<file path="src/rtl/ant_coord_feeder.sv">
// ant_coord_feeder
// Front end of the sprite-rotation CORDIC. After a start it walks the ant sprite in
// raster order, one pixel per clock, and presents origin-centred fixed-point x/y plus
// the frame's rotation angle. A tag delay line as deep as the CORDIC latency carries
// {valid,col,row,last}, so the tags come out in step with the rotated results.
module ant_coord_feeder #(
   parameter int SPRITE_W   = 47,
   parameter int SPRITE_H   = 47,
   parameter int CORDIC_LAT = 19,
   parameter int X_SHIFT    = 4
) (
   input  logic        CLOCK_50,
   input  logic        resetn,
   input  logic        start,
   input  logic [12:0] angle_in,
   output logic        busy,
   output logic        done,
   output logic        in_valid,
   output logic [11:0] x_out,
   output logic [11:0] y_out,
   output logic [12:0] a_out,
   output logic        out_valid,
   output logic [5:0]  out_col,
   output logic [5:0]  out_row,
   output logic        out_last
);

   localparam int CX = (SPRITE_W - 1) / 2;
   localparam int CY = (SPRITE_H - 1) / 2;
   localparam int TAG_W = 14;
   localparam int CW = (CORDIC_LAT < 2) ? 1 : $clog2(CORDIC_LAT);
   localparam logic [5:0] LAST_COL = 6'(SPRITE_W - 1);
   localparam logic [5:0] LAST_ROW = 6'(SPRITE_H - 1);

   typedef enum logic [1:0] {
      IDLE,
      RUN,
      DRAIN,
      DONE
   } state_t;

   state_t state_q, state_d;
   logic [5:0] col_q, col_d;
   logic [5:0] row_q, row_d;
   logic inValid_q, inValid_d;
   logic [11:0] xOut_q, xOut_d;
   logic [11:0] yOut_q, yOut_d;
   logic [12:0] angle_q, angle_d;
   logic [CW-1:0] drain_q, drain_d;

   logic present;
   logic pixelLast;
   logic signed [6:0] dx, dy;
   logic [11:0] dxExt, dyExt;
   logic [TAG_W-1:0] tagIn;
   logic [TAG_W-1:0] tagPipe_q [CORDIC_LAT];
   logic [TAG_W-1:0] tagOut;

   // The pixel currently on x_out/y_out is the final one of the frame
   assign pixelLast = (col_q == LAST_COL) && (row_q == LAST_ROW);

   // Frame state, pixel counters and the registered CORDIC input word
   always_ff @(posedge CLOCK_50) begin
      if (!resetn) begin
         state_q   <= IDLE;
         col_q     <= '0;
         row_q     <= '0;
         inValid_q <= 1'b0;
         xOut_q    <= '0;
         yOut_q    <= '0;
         angle_q   <= '0;
         drain_q   <= '0;
      end else begin
         state_q   <= state_d;
         col_q     <= col_d;
         row_q     <= row_d;
         inValid_q <= inValid_d;
         xOut_q    <= xOut_d;
         yOut_q    <= yOut_d;
         angle_q   <= angle_d;
         drain_q   <= drain_d;
      end
   end

   // Next state: pick the pixel to present next cycle, then centre and scale it
   always_comb begin
      state_d = state_q;
      col_d   = col_q;
      row_d   = row_q;
      angle_d = angle_q;
      drain_d = drain_q;
      present = 1'b0;
      unique case (state_q)
         IDLE: begin
            if (start) begin
               state_d = RUN;
               angle_d = angle_in;
               col_d   = '0;
               row_d   = '0;
               present = 1'b1;
            end
         end
         RUN: begin
            if (pixelLast) begin
               state_d = DRAIN;
               col_d   = '0;
               row_d   = '0;
               // One less than the latency so DONE lands right after out_last
               drain_d = CW'(CORDIC_LAT - 1);
            end else begin
               present = 1'b1;
               if (col_q == LAST_COL) begin
                  col_d = '0;
                  row_d = row_q + 6'd1;
               end else begin
                  col_d = col_q + 6'd1;
               end
            end
         end
         DRAIN: begin
            if (drain_q == '0) begin
               state_d = DONE;
            end else begin
               drain_d = drain_q - CW'(1);
            end
         end
         DONE: begin
            state_d = IDLE;
         end
         default: begin
            state_d = IDLE;
         end
      endcase
      dx        = $signed({1'b0, col_d}) - 7'(CX);
      dy        = $signed({1'b0, row_d}) - 7'(CY);
      dxExt     = {{5{dx[6]}}, dx};
      dyExt     = {{5{dy[6]}}, dy};
      inValid_d = present;
      xOut_d    = present ? (dxExt << X_SHIFT) : 12'd0;
      yOut_d    = present ? (dyExt << X_SHIFT) : 12'd0;
   end

   // Tags only carry coordinates for real pixels so idle slots read as all zero
   assign tagIn = inValid_q ? {1'b1, col_q, row_q, pixelLast} : '0;

   // Tag delay line matched to the CORDIC latency, flushed by reset
   always_ff @(posedge CLOCK_50) begin
      if (!resetn) begin
         for (int i = 0; i < CORDIC_LAT; i++) begin
            tagPipe_q[i] <= '0;
         end
      end else begin
         tagPipe_q[0] <= tagIn;
         for (int i = 1; i < CORDIC_LAT; i++) begin
            tagPipe_q[i] <= tagPipe_q[i-1];
         end
      end
   end

   assign tagOut    = tagPipe_q[CORDIC_LAT-1];
   assign out_valid = tagOut[13];
   assign out_col   = tagOut[12:7];
   assign out_row   = tagOut[6:1];
   assign out_last  = tagOut[0];

   assign busy     = (state_q != IDLE);
   assign done     = (state_q == DONE);
   assign in_valid = inValid_q;
   assign x_out    = xOut_q;
   assign y_out    = yOut_q;
   assign a_out    = angle_q;

endmodule

</file>
<file path="config.mk">
export PLATFORM = sky130hd
export DESIGN_NAME = ant_coord_feeder
export DESIGN_NICKNAME = d
export VERILOG_FILES = /design/src/rtl/ant_coord_feeder.sv
export SDC_FILE = /design/constraint.sdc
export NUM_CORES = 1
export LEC_CHECK = 0
export ABC_AREA = 1
export BUFFER_PORTS_ARGS = -buffer_cell sky130_fd_sc_hd__buf_2
export CORE_ASPECT_RATIO = 0.75
export CORE_UTILIZATION = 43
export DETAILED_ROUTE_END_ITERATION = 7
export PLACE_DENSITY = 0.71
export SETUP_SLACK_MARGIN = 0.4
export SYNTH_ARGS = -nofsm -noshare
export SYNTH_HDL_FRONTEND = slang
export SYNTH_SLANG_ARGS = --single-unit
</file>
<file path="constraint.sdc">
create_clock -name CLOCK_50 -period 2.5 [get_ports CLOCK_50]
set_input_delay 0.125 -clock CLOCK_50 [delete_from_list [all_inputs] [get_ports CLOCK_50]]
set_output_delay 0.125 -clock CLOCK_50 [all_outputs]
set_load 0.02 [all_outputs]
</file>
==> impl_metrics.toml, run 1 <==
[synth]
syn-cell-area_sq_um = 9730
synth_edf_count = 0
yosysWarnings = 0
synth_ff_type = "dfxtp_1"
synthesis.area_per_instance_sq_um = 8.70
yosysUniqueCellTypes = 39
synth-seq-cells = 313
yosysTopAreaCell = "dfxtp_1"
netlist_top_cells_area = "dfxtp_1 (64%), nand2_1 (11%), inv_1 (11%)"
synth_top_cells_by_count = "dfxtp_1 (313), nand2_1 (295), inv_1 (287)"
synth_top_area_frac = 0.644
syn-instance-count = 1119
ys_seq_area_frac = 0.644
post-synth-top-count-cell = "dfxtp_1"
async_reset_ff_frac = 0

[clock_tree]
cts.sinks = 313
cts_tree = "yes"
cts_made_buffers = 28
cts_max_level = 1
clockRootBuffer = "clkbuf_16"
clk_latency_ns = 0.54
clk_pin_slew_ns = 0.06
clockBufferDepth = 3

[sta]
timing.fmax_ghz = 0.512
worst_pin_slew_ns = 0.885
period_minus_slack_ns = 1.95
slew_viol_final = 0
setup-tns-final_ns = 0
setup_ws_ns = 0.546
setup_viol = 0
finalHoldViolations = 0
finalCritPeriodShare = 0.782
rsz0062_at_grt = "no"
slew_headroom = 0.410
clock_skew_ns = 0.0178

[place]
dpl.hpwl_mm = 7.92
place_ws_ns = 0.401
numPortBuffers = 61
gp_congestion = 0.783
dpl-instance-area_sq_um = 10300
place_inst = 1441

[drt]
drt-total-wl_mm = 13.4
wl_per_cell_um = 8.88
drtAntennaViolNets = 0
viasPerCell = 3.99
drt_iter0_markers = 243
drt-pass1-iter-count = 4
num_vias = 6009
drcViolationCount = 0

[global_route]
grt_usage = 0.118
overflow = 0
grt_pass1_wl_mm = 23.2
grt_max_degree = 172
antenna_found_initial = 0
grt_pass1_vias = 5524

[setup_path]
cp_max_fo = 7
end_kind = "register"
cp.required_ns = 2.97
crit_arrival_ns = 2.43
startpoint_type = "register"
path_class = "register to register"

[floorplanning]
top_level_ports = 70
rows = 47
die_w_um = 176
start_util = 0.440
die_area_sq_um = 23200
design.core.area_sq_um = 22100
die_y_um = 132

[layout]
area_growth_pct = 17.4
final_area_sq_um = 11400
drive_gt1_frac = 0.123
fin_nets = 1219
finish.utilization = 0.517
diodes = 0
fin_cells = 1506

[job]
maxCapViolations = 0

[worst_hold_path]
hold_path.class = "input port to register"

[outcome]
outcome = "complete, no violations"

[pwr]
leakage_nw = 6.69
ir_worst_vdd_uv = 712
power_density_nw_per_um2 = 940
==> worst max-delay path, cell delays in order, from the launching register on <==
cell and delay, ns:
dfxtp_1 0.43, ha_4 0.18, nand3_4 0.10, nor2_8 0.21
nand2_4 0.11, nand2_8 0.10, inv_4 0.06, nand2_4 0.06
nand2_4 0.05, ha_1 0.21, nand2_1 0.08, nand2_1 0.06
nand2_1 0.06, nand2_1 0.06, nor2_1 0.10
==> through the flow <==
step                      total power, mW  hold slack (ns)
final                                10.7           0.0465
after detailed placement             6.52            0.387
after floorplan                      6.22            0.290
after global placement               6.48            0.374
after CTS                            10.8           0.0182
after global routing                 11.2           0.0476
==> power by group <==
group	leakage [nW]	switching, mW	total, mW	internal (mW)
Sequential	2.53	0.0869	5.25	5.16
Clock	0.469	1.77	4.24	2.47
Combinational	3.69	0.839	1.25	0.415
Total	6.69	2.70	10.7	8.05
==> sequential cells by signal (all words and copies together), names as in the netlist <==
signal / count
a_out: 13
col_q: 6
drain_q: 5
in_valid: 1
row_q: 6
state_q: 2
tagPipe_q: 266
x_out: 7
y_out: 7
==> per-layer routing <==
metal,global-route usage,part of all wire,vias up
met5,0,0,-
met2,0.208,0.46,64
met1,0.140,0.48,2634
met3,0.0285,0.039,27
li1,-,-,3284
met4,0.0372,0.023,0
==> kinds of logic (layout without fill, tap and decap cells) <==
group / Yosys count / in the layout / synth area share
compound gates: 54 / 54 / 0.0339
xor+xnor: 3 / 3 / 0.00270
fa+ha+maj: 12 / 12 / 0.0154
buf+inv: 339 / 425 / 0.135
flops: 313 / 313 / 0.644
other cells: 1 / 8 / 0.000385
simple gates: 397 / 397 / 0.169
==> layout make-up <==
| cell class | count | area (sq um) |
|---|---|---|
| fillers | 2004 | 10700 |
| flip-flops and latches | 313 | 6270 |
| multi-input cells | 474 | 2240 |
| inverters | 295 | 1110 |
| clock buffers | 40 | 806 |
| repair buffers | 79 | 494 |
| well taps | 294 | 368 |
| clock inverters | 11 | 145 |
==> final timing paths <==
| path | to | cells after the start | from | slack, ns |
|---|---|---|---|---|
| setup / recovery | y_out[8]$_SDFF_PN0_ | 14 | col_q[1]$_SDFF_PN0_ | 0.55 |
| hold / removal | a_out[0]$_SDFFE_PN0P_ | 4 | start | 0.05 |
| setup reg to reg | y_out[8]$_SDFF_PN0_ | 14 | col_q[1]$_SDFF_PN0_ | 0.55 |
| hold reg to reg | tagPipe_q[3][24]$_SDFF_PN0_ | 2 | tagPipe_q[3][10]$_SDFF_PN0_ | 0.39 |
==> cells in the final DEF, fill, tap and decap left out, types with 6 or more instances in the layout <==
cell / instances
clkbuf_8: 6
clkbuf_16: 28
clkbuf_1: 6
nand3_1: 12
dfxtp_1: 311
inv_2: 8
a21oi_1: 14
nand2_1: 295
ha_1: 9
conb_1: 8
clkinv_2: 7
inv_1: 285
o21ai_1: 6
buf_2: 60
o21ai_0: 20
dlygate4sd3_1: 14
nor2_1: 66
==> repair_timing <==
item / CTS / global route
setup endpoints to repair: 2 / 15
cloned: 0 / 0
hold buffers: 14 / 0
gates resized for setup: 3 / 11
endpoints found under the hold margin: 14 / 0
buffers inserted: 0 / 0
pin swaps: 0 / 2
Note: power is estimated with default switching activity, not from simulation.
==> run 2: changes to the inputs <==
- clock period: 2.5 -> 2 ns (I/O delays scaled with it)
==> impl_metrics.toml, run 2 (same netlist as run 1, synthesis figures left out) <==
[global_route]
grt_pass1_vias = 5806
grt_usage = 0.128
grt_max_degree = 86
grt_pass1_wl_mm = 25.1
overflow = 0
antenna_found_initial = 0

[worst_hold_path]
hold_depth = 4
holdPathEnd = "a_out[0]$_SDFFE_PN0P_"
hold_path.class = "input port to register"
hp-start = "angle_in[0]"

[floorplanning]
top_level_ports = 70
die_w_um = 176
rows = 47
design.core.area_sq_um = 22100
start_util = 0.440
die_y_um = 132
die_area_sq_um = 23200

[outcome]
outcome = "complete, no violations"

[sta]
setup-tns-final_ns = 0
worst_pin_slew_ns = 0.649
setup_ws_ns = 0.208
timing.fmax_ghz = 0.558
clock_skew_ns = 0.0100
finalCritPeriodShare = 0.896
slew_headroom = 0.567
slew_viol_final = 0
holdWs_ns = 0.374
rsz0062_at_grt = "yes"
finalHoldViolations = 0
period_minus_slack_ns = 1.79
setup_viol = 0

[setup_path]
cp_cell_sequence = "inv_4, ha_4, nand3_4, nor2_8, buf_6, nand3_4, nor2_1, nand2_1, nand3_1, o21ai_2, inv_2, nand2_1, a21oi_2"
rrSetupSlack_ns = 0.21
end_kind = "register"
crit_path_max_incr_delay_ns = 0.35
crit_arrival_ns = 2.26
r2r_cells = 13
startpoint_type = "register"
cp.required_ns = 2.46
slowest_stage = "dfxtp_4"
path_class = "register to register"
reg2reg_from = "col_q[0]$_SDFF_PN0_"
cp_max_fo = 5
r2r_end = "y_out[9]$_SDFF_PN0_"

[drt]
viasPerCell = 4.06
num_vias = 6253
drcViolationCount = 0
drt-pass1-iter-count = 4
wl_per_cell_um = 9.70
drt-total-wl_mm = 15.0
drtAntennaViolNets = 0
drt_iter0_markers = 271

[pwr]
ir_worst_vdd_uv = 644
total_power_mw = 14.4
leakage_nw = 6.91
power_density_nw_per_um2 = 1190

[layout]
diodes = 0
area_growth_pct = 23.7
fin_nets = 1256
final_cell_mix = "dfxtp_1 (307), nand2_1 (287), inv_1 (274), nor2_1 (59), buf_2 (59)"
drive_gt1_frac = 0.191
fin_cells = 1542
largest_reg_flops = 266
final_common_cell = "dfxtp_1"
regMostFlops = "tagPipe_q"
final_area_sq_um = 12000
finish.utilization = 0.545

[place]
place_inst = 1445
dpl.hpwl_mm = 8.11
dpl-instance-area_sq_um = 10400
place_ws_ns = 0.0976
gp_congestion = 0.795
numPortBuffers = 61

[clock_tree]
clk_pin_slew_ns = 0.07
clk_latency_ns = 0.53
cts_tree = "yes"
cts_made_buffers = 27
clockRootBuffer = "clkbuf_16"
clockBufferDepth = 3
cts_max_level = 1
cts.sinks = 313

[job]
maxCapViolations = 0
==> run 2: how the worst max path moves through the flow <==
stage	start	end	slack, ns	depth (start not counted)
finish	col_q[0]$_SDFF_PN0_	y_out[9]$_SDFF_PN0_	0.21	13
global route	state_q[0]$_SDFFE_PN0P_	state_q[0]$_SDFFE_PN0P_	0.10	10
CTS	state_q[1]$_SDFFE_PN0P_	x_out[10]$_SDFF_PN0_	0.23	12
detailed placement	col_q[1]$_SDFF_PN0_	y_out[10]$_SDFF_PN0_	0.1	14
global placement	col_q[1]$_SDFF_PN0_	y_out[10]$_SDFF_PN0_	0.14	14
floorplan	col_q[0]$_SDFF_PN0_	y_out[10]$_SDFF_PN0_	0.27	15
==> run 2: per-layer routing <==
metal  part of all wire  track usage
met1               0.47        0.158
met2               0.46        0.220
met3              0.035       0.0274
met4              0.028       0.0469
met5                  0            0
==> run 2: worst max-delay path, delay by kind of cell (launching register included) <==
kind	cells	cell delay (ns)
fa+ha+maj	1	0.14
simple gates	7	0.75
buf+inv	3	0.28
compound gates	2	0.22
flops	1	0.35
==> run 2: repair_timing <==
action	4_1_cts	5_1_grt
hold endpoints to repair	52	0
pin swaps	14	27
hold buffers	15	0
setup buffers	21	11
resized for setup	38	48
endpoints found under the setup margin	25	39
gates cloned	0	1
==> run 2: power by group <==
part,internal [mW],leakage (nW),switching (mW)
Clock,3.28,0.465,2.19
Sequential,6.46,2.53,0.112
Combinational,0.977,3.91,1.36
Total,10.7,6.91,3.66
==> run 2: layout make-up <==
class / instances / area (sq um)
clock buffer: 35 / 746
timing repair buffer: 116 / 845
clock inverter: 14 / 204
sequential: 313 / 6280
fill: 1908 / 10100
multi-input combinational: 474 / 2460
inverter: 295 / 1140
timing repair inverter: 1 / 7.51
tap: 294 / 368
==> run 3: changes to the inputs <==
- SETUP_SLACK_MARGIN: 0.4 -> 0.05
==> impl_metrics.toml, run 3 (same netlist as run 1, synthesis figures left out) <==
[sta]
finalCritPeriodShare = 0.957
slew_viol_final = 0
setup-tns-final_ns = 0
rsz0062_at_grt = "yes"
setup_ws_ns = 0.0862
timing.fmax_ghz = 0.523
slew_headroom = 0.533
clock_skew_ns = 0.0141
period_minus_slack_ns = 1.91
worst_pin_slew_ns = 0.700
finalHoldViolations = 0
setup_viol = 0

[global_route]
grt_pass1_vias = 5588
grt_usage = 0.123
antenna_found_initial = 0
grt_max_degree = 172
grt_pass1_wl_mm = 24.1
overflow = 0

[clock_tree]
cts_max_level = 1
clk_latency_ns = 0.54
clockRootBuffer = "clkbuf_16"
cts.sinks = 313
clk_pin_slew_ns = 0.06
cts_made_buffers = 27
cts_tree = "yes"
clockBufferDepth = 3

[floorplanning]
die_w_um = 176
top_level_ports = 70
start_util = 0.440
die_area_sq_um = 23200
design.core.area_sq_um = 22100
die_y_um = 132
rows = 47

[layout]
finish.utilization = 0.526
diodes = 0
largest_reg_flops = 266
fin_nets = 1242
area_growth_pct = 19.5
drive_gt1_frac = 0.141
final_cell_mix = "dfxtp_1 (311), nand2_1 (293), inv_1 (282), nor2_1 (64), buf_2 (60)"
final_common_cell = "dfxtp_1"
regMostFlops = "tagPipe_q"

[pwr]
power_density_nw_per_um2 = 1160
ir_worst_vdd_uv = 639
leakage_nw = 6.77

[setup_path]
path_buf_inv = 3
critical-path-top-delay-family = "buffers and inverters"
crit_path_max_incr_delay_ns = 0.60
worstSetupStartpoint = "state_q[0]$_SDFFE_PN0P_"
cp_cell_sequence = "inv_2, ha_4, nand2_1, buf_4, o21ai_0, dlygate4sd3_1, nor2_1"
cp.required_ns = 2.42
slowest_stage = "dlygate4sd3_1"
reg2reg_from = "state_q[0]$_SDFFE_PN0P_"
cp_max_fo = 14
startpoint_type = "register"
path_class = "register to register"
end_kind = "register"
crit_arrival_ns = 2.34

[drt]
drt-total-wl_mm = 14.2
viasPerCell = 4.01
drtAntennaViolNets = 0
drt_iter0_markers = 328
num_vias = 6129
wl_per_cell_um = 9.32
drt-pass1-iter-count = 4
drcViolationCount = 0

[place]
place_ws_ns = 0.0242
dpl.hpwl_mm = 8.16
numPortBuffers = 61
gp_congestion = 0.800

[outcome]
outcome = "complete, no violations"

[worst_hold_path]
hp-start = "angle_in[6]"
hold_path.class = "input port to register"

[job]
maxCapViolations = 0
==> run 3: cell count changes in the layout (fill, tap and decap cells not counted), sizes merged <==
cell,delta
buf,-21
bufinv,-4
clkbuf,+3
clkinvlp,-1
dlygate4sd3,+8
==> run 3: metrics by stage <==
| step | hold slack [ns] | power [mW] | cell area (sq um) | cells |
|---|---|---|---|---|
| 6_report | 0.369 | 13.5 | 11600 | 1527 |
| 4_1_cts | 0.0550 | 13.5 | 11500 | 1520 |
| 3_3_place_gp | 0.349 | 8.17 | 10300 | 1448 |
| 5_1_grt | 0.397 | 14.1 | 11600 | 1527 |
| 3_5_place_dp | 0.357 | 8.20 | 10300 | 1448 |
| 2_1_floorplan | 0.265 | 7.77 | 9760 | 1126 |
==> run 3: worst register-to-register path, delay by kind of cell (launching register included) <==
kind / cells / cell delay, ns
buf+inv: 3 / 0.89
flops: 1 / 0.37
compound gates: 1 / 0.23
fa+ha+maj: 1 / 0.17
simple gates: 2 / 0.15
==> run 3: cell type report <==
cell class	instances	area [sq um]
fillers	1999	10500
flip-flops and latches	313	6270
multi-input cells	474	2260
inverters	295	1110
clock buffers	38	817
repair buffers	103	697
well taps	294	368
clock inverters	10	105
==> run 3: repair_timing <==
item | in CTS | in global routing
resized for setup | 3 | 22
cloned | 0 | 0
endpoints found under the hold margin | 26 | 1
endpoints found under the setup margin | 4 | 15
hold buffers | 22 | 1
buffers inserted | 2 | 6
pin swaps | 1 | 6
==> run 3: final timing paths <==
check,slack [ns],depth (start not counted),endpoint
setup / recovery,0.09,7,a_out[3]$_SDFFE_PN0P_
hold / removal,0.37,4,a_out[6]$_SDFFE_PN0P_
setup reg to reg,0.09,7,a_out[3]$_SDFFE_PN0P_
hold reg to reg,0.40,2,tagPipe_q[3][17]$_SDFF_PN0_
==> run 3: metal layers <==
| metal | routed length [um] | track usage | part of all wire |
|---|---|---|---|
| met5 | 0 | 0 | 0 |
| met4 | 433 | 0.0464 | 0.030 |
| met3 | 483 | 0.0265 | 0.034 |
| met2 | 6490 | 0.208 | 0.46 |
| met1 | 6820 | 0.154 | 0.48 |
==> run 3: power by group <==
part           internal, mW  leakage, nW  switching, mW  total, mW
Sequential             6.46         2.53          0.106       6.56
Combinational         0.637         3.80           1.13       1.77
Clock                  2.99        0.450           2.21       5.20
